**src/rtl/ysyx_23060332_mem_arbiter.sv**
```systemverilog
// rtl/ysyx_23060332_mem_arbiter.sv - IFU/LSU arbiter for the shared data-memory port with watchdog
// Optional feature: define YSYX_23060332_ARB_RR_EN for round-robin tie-breaking (default: fixed LSU priority).
module ysyx_23060332_mem_arbiter #(
  parameter int ADDR_W      = 32,
  parameter int DATA_W      = 64,
  parameter int TIMEOUT_CYC = 255
) (
  input  logic              clk,
  input  logic              rst,
  input  logic              ifu_req_valid,
  output logic              ifu_req_ready,
  input  logic [ADDR_W-1:0] ifu_addr,
  output logic              ifu_rsp_valid,
  output logic [DATA_W-1:0] ifu_rsp_data,
  output logic              ifu_rsp_err,
  input  logic              lsu_req_valid,
  output logic              lsu_req_ready,
  input  logic [ADDR_W-1:0] lsu_addr,
  input  logic              lsu_wen,
  input  logic [DATA_W-1:0] lsu_wdata,
  input  logic [7:0]        lsu_wmask,
  output logic              lsu_rsp_valid,
  output logic [DATA_W-1:0] lsu_rsp_data,
  output logic              lsu_rsp_err,
  output logic              mem_req_valid,
  input  logic              mem_req_ready,
  output logic [ADDR_W-1:0] mem_addr,
  output logic              mem_wen,
  output logic [DATA_W-1:0] mem_wdata,
  output logic [7:0]        mem_wmask,
  input  logic              mem_rsp_valid,
  input  logic [DATA_W-1:0] mem_rsp_data
);

  typedef enum logic [1:0] {S_IDLE, S_REQ, S_WAIT} state_e;

  localparam logic [15:0] TMO = 16'(TIMEOUT_CYC);

  state_e            state_q;
  logic              owner_q;      // 1 = LSU owns the transaction, 0 = IFU
  logic [ADDR_W-1:0] addr_q;
  logic              wen_q;
  logic [DATA_W-1:0] wdata_q;
  logic [7:0]        wmask_q;
  logic [15:0]       wdog_q;
  logic [15:0]       wdog_d;
  logic              ifu_rsp_valid_q, lsu_rsp_valid_q;
  logic              ifu_rsp_err_q, lsu_rsp_err_q;
  logic [DATA_W-1:0] ifu_rsp_data_q, lsu_rsp_data_q;

  logic              arb_en;
  logic              grant_lsu;
  logic              rsp_normal;
  logic              rsp_tmo;
  logic [DATA_W-1:0] rsp_data_d;

`ifdef YSYX_23060332_ARB_RR_EN
  logic last_grant_q;  // 1 = LSU was granted last
  // Tie goes to whichever requester was not granted last time
  always_comb begin
    grant_lsu = lsu_req_valid & (~ifu_req_valid | ~last_grant_q);
  end
`else
  // Fixed priority: LSU always beats IFU
  always_comb begin
    grant_lsu = lsu_req_valid;
  end
`endif

  // Grant and response decode; readies are held low while reset is asserted
  always_comb begin
    arb_en        = (state_q == S_IDLE) & rst;
    lsu_req_ready = arb_en & grant_lsu;
    ifu_req_ready = arb_en & ifu_req_valid & ~grant_lsu;
    wdog_d        = wdog_q + 16'd1;
    rsp_normal    = ((state_q == S_WAIT) & mem_rsp_valid) |
                    ((state_q == S_REQ) & mem_req_ready & mem_rsp_valid);
    rsp_tmo       = ~rsp_normal & (state_q != S_IDLE) & (wdog_d == TMO);
    // Store acks and timeouts carry zero data
    rsp_data_d    = (rsp_normal & ~(owner_q & wen_q)) ? mem_rsp_data : '0;
  end

  // Transaction FSM with latched request fields and registered response pulses
  always_ff @(posedge clk or negedge rst) begin
    if (!rst) begin
      state_q         <= S_IDLE;
      owner_q         <= 1'b0;
      addr_q          <= '0;
      wen_q           <= 1'b0;
      wdata_q         <= '0;
      wmask_q         <= '0;
      wdog_q          <= '0;
      ifu_rsp_valid_q <= 1'b0;
      lsu_rsp_valid_q <= 1'b0;
      ifu_rsp_err_q   <= 1'b0;
      lsu_rsp_err_q   <= 1'b0;
      ifu_rsp_data_q  <= '0;
      lsu_rsp_data_q  <= '0;
`ifdef YSYX_23060332_ARB_RR_EN
      last_grant_q    <= 1'b1;
`endif
    end else begin
      ifu_rsp_valid_q <= 1'b0;
      lsu_rsp_valid_q <= 1'b0;
      case (state_q)
        S_IDLE: begin
          if (lsu_req_ready) begin
            owner_q <= 1'b1;
            addr_q  <= lsu_addr;
            wen_q   <= lsu_wen;
            wdata_q <= lsu_wdata;
            wmask_q <= lsu_wen ? lsu_wmask : 8'h00;
            wdog_q  <= '0;
            state_q <= S_REQ;
`ifdef YSYX_23060332_ARB_RR_EN
            last_grant_q <= 1'b1;
`endif
          end else if (ifu_req_ready) begin
            owner_q <= 1'b0;
            addr_q  <= ifu_addr;
            wen_q   <= 1'b0;
            wdata_q <= '0;
            wmask_q <= 8'h00;
            wdog_q  <= '0;
            state_q <= S_REQ;
`ifdef YSYX_23060332_ARB_RR_EN
            last_grant_q <= 1'b0;
`endif
          end
        end
        S_REQ, S_WAIT: begin
          wdog_q <= wdog_d;
          if (rsp_normal || rsp_tmo) begin
            if (owner_q) begin
              lsu_rsp_valid_q <= 1'b1;
              lsu_rsp_data_q  <= rsp_data_d;
              lsu_rsp_err_q   <= rsp_tmo;
            end else begin
              ifu_rsp_valid_q <= 1'b1;
              ifu_rsp_data_q  <= rsp_data_d;
              ifu_rsp_err_q   <= rsp_tmo;
            end
            state_q <= S_IDLE;
          end else if ((state_q == S_REQ) && mem_req_ready) begin
            state_q <= S_WAIT;
          end
        end
        default: state_q <= S_IDLE;
      endcase
    end
  end

  assign mem_req_valid = (state_q == S_REQ);
  assign mem_addr      = addr_q;
  assign mem_wen       = wen_q;
  assign mem_wdata     = wdata_q;
  assign mem_wmask     = wmask_q;
  assign ifu_rsp_valid = ifu_rsp_valid_q;
  assign ifu_rsp_data  = ifu_rsp_data_q;
  assign ifu_rsp_err   = ifu_rsp_err_q;
  assign lsu_rsp_valid = lsu_rsp_valid_q;
  assign lsu_rsp_data  = lsu_rsp_data_q;
  assign lsu_rsp_err   = lsu_rsp_err_q;

endmodule

```
**config.mk**
```make
export PLATFORM = sky130hd
export DESIGN_NAME = ysyx_23060332_mem_arbiter
export DESIGN_NICKNAME = d
export VERILOG_FILES = /design/src/rtl/ysyx_23060332_mem_arbiter.sv
export SDC_FILE = /design/constraint.sdc
export NUM_CORES = 1
export LEC_CHECK = 0
export ABC_AREA = 1
export CAP_MARGIN = 5
export CORE_AREA = 2 2 173 175
export DETAILED_ROUTE_END_ITERATION = 8
export DIE_AREA = 0 0 175 177
export PLACE_DENSITY_LB_ADDON = 0.25
export REMOVE_ABC_BUFFERS = 1
export SLEW_MARGIN = 5
export SYNTH_ARGS = -nofsm -noshare
export SYNTH_HDL_FRONTEND = slang
export SYNTH_SLANG_ARGS = --single-unit
```
**constraint.sdc**
```tcl
create_clock -name clk -period 4.23 [get_ports clk]
set_clock_uncertainty 0.15 [all_clocks]
set_input_delay 0.6345 -clock clk [delete_from_list [all_inputs] [get_ports clk]]
set_output_delay 0.6345 -clock clk [all_outputs]
set_load 0.01 [all_outputs]
```
==> reports/qor.txt <==
Clock Pin Slew Worst Setup and Hold Paths: 0.06 ns
Status: complete, no violations
Final setup TNS: 0 ns
First-pass GRT wire length: 59800 um
Final hold viol count: 0
DPL Wire Length: 24900 um
Cell with the most instances after synthesis: nand2_1
Yosys warns: 0
Req. time, crit path: 3.45 ns
Worst vdd ir: 345 uV
Top post-synthesis cells by count: nand2_1 (360), dfrtp_1 (256), nand4_1 (137), nor2_1 (124), inv_1 (92)
Synth top area cells: dfrtp_1 (57%), nand2_1 (12%), nand4_1 (7.6%)
Pwr Density: 638 nW/um2
GRT Overall Usage: 24.1%
Leakage power: 0.00812 uW
Worst min path class: reg2reg
Max Slew Vio Count: 0
Max-slew headroom: 24.6%
CTS Root Cell: clkbuf_16
Initial antenna violation count: 1
Synth Flop Type: dfrtp_1
ANT cells: 0
CP Max Fanout: 67
H-tree Lvls: 1
Setup ws final: 0.684 ns
# placed instances: 2012
Worst path arrival time: 2.76 ns
Area Growth Syn to Fin: 49.1%
CTS tree: yes
FFs w/ async S/R, synth: 100%
Layout Cells excl Fill: 2067
Clock buffer depth: 3
DRC: 0
Nets@finish: 1868
# port buffers: 446
Nature of the critical path endpoint: primary output
Die area: 31000 um2
Worst-Margin Slew: 1.13 ns
Die H: 177 um
Total design power: 10700 uW
Starting Density: 38.6%
First DRT Iteration DRCs: 737
Share of cells above drive strength 1: 4.83%
CTS buffer count: 29
Core area: 29200 um2
Post-Syn Instances: 1255
Number of synthesized flops with an enable pin: 0
Largest net degree at the start of global routing: 102
Gpl congestion: 0.824
Tmin final: 3.55 ns
Max Clock Freq: 282 MHz
Die W: 175 um
Post-route ant nets: 0
Yosys reg bits: 256
Drt pass-1 iters: 4
Vias in the first global route: 10600
Final setup fails: 0
WL/cell: 18.3 um
Mapped cell area: 11300 um2
Top Ports: 447
Yosys cell types: 25
Seq/Total Area, Yosys: 56.8%
Maxcap violations: 0
TritonCTS Sinks: 256
Dpl ws: 1.11 ns
Congestion Overflow GR: 0
Unrepaired setup endpoints after global routing: false
Average size of a mapped cell: 8.99 um2
Top-area cell type share of the netlist area: 56.8%
Via/cell ratio: 5.06
WS Path Type: in2out
Critical Path Start Type: input pin
Cell taking the most area after synthesis: dfrtp_1
Standard-cell rows: 63
Final WL: 37900 um
Final period util: 83.8%
Clk Latency, worst-skew pair: 0.55 ns
Routed via count: 10500
[registers in the layout, summed over array words and instances, names as in the netlist, 2 cells and up]
register	count
lsu_rsp_data	64
state_q	2
mem_addr	32
wdog_q	16
mem_wdata	64
ifu_rsp_data	64
mem_wmask	8
[where the power goes]
group	switching (uW)	internal (uW)
clock	1050	1450
combinational	2340	2110
sequential	496	3280
[cell usage in the layout (no fill, tap or decap), types with 3 or more instances in the layout]
master | Yosys | final
clkdlybuf4s50_1 | 0 | 445
nand2_1 | 360 | 360
dfrtp_1 | 256 | 255
nand4_1 | 137 | 137
nor2_1 | 124 | 123
inv_1 | 92 | 91
a22o_1 | 66 | 66
a21oi_1 | 64 | 64
clkbuf_16 | 0 | 29
nand3_1 | 15 | 15
buf_4 | 1 | 14
o21ai_0 | 10 | 10
a32o_1 | 8 | 8
clkbuf_1 | 66 | 8
clkinv_2 | 0 | 7
o22ai_1 | 7 | 7
ha_1 | 7 | 6
inv_2 | 5 | 5
nor2_2 | 4 | 4
inv_6 | 0 | 3
clkbuf_8 | 0 | 3
[logic make-up after synthesis]
| logic type | synth area share [%] |
|---|---|
| adder cells (fa/ha/maj) | 0.776 |
| AO/OA/AOI/OAI | 9.55 |
| flip-flops | 56.8 |
| AND/OR/NAND/NOR | 25.0 |
| buffers and inverters | 7.72 |
| XOR/XNOR | 0.144 |
[worst max-delay path, stage by stage]
cell             delay, ns
dlygate4sd3_1         0.56
buf_8                 0.42
nand3_1               0.14
nor2_1                0.35
clkdlybuf4s50_1       0.63
[worst paths after layout]
path                             startpoint          endpoint  slack, ns  cells after the start
setup / recovery                        rst     ifu_req_ready       0.68                      5
hold / removal             ifu_rsp_data[52]  ifu_rsp_data[52]       0.32                      2
setup reg to reg                  wdog_q[1]  ifu_rsp_data[19]       1.23                     14
hold reg to reg            ifu_rsp_data[52]  ifu_rsp_data[52]       0.32                      2
max in group asynchronous               rst  ifu_rsp_data[21]       2.15                      3
min in group asynchronous               rst     mem_wdata[60]       0.48                      2
[through the flow]
stage | utilization [%] | hold slack, ns | instance area, um2
5_1_grt | 57.5 | 0.341 | 16800
3_5_place_dp | 54.3 | 0.307 | 15900
3_3_place_gp | 54.3 | 0.303 | 15900
6_report | 57.5 | 0.318 | 16800
2_1_floorplan | - | 0.189 | 10800
4_1_cts | 57.5 | 0.323 | 16800
[layout make-up]
cell class                      count  area [um2]
Fill cell                        2548       12400
Sequential cell                   256        6410
Timing Repair Buffer              461        4580
Multi-Input combinational cell    809        4040
Clock buffer                       40         797
Tap cell                          390         488
Inverter                           97         365
Clock inverter                     14         140
[repair_timing]
action | in CTS | in global routing
hold buffers | 1 | 0
buffers inserted | 0 | 0
hold endpoints to repair | 62 | 0
gates resized for setup | 0 | 0
[routing by layer]
layer / global-route usage, % / up-vias / wire length, um
met5: 0 / - / 0
li1: - / 4967 / -
met4: 6.42 / 0 / 818
met1: 30.7 / 5046 / 15400
met3: 6.14 / 57 / 3030
met2: 40.9 / 393 / 18600
(Power assumes the default switching activity.)
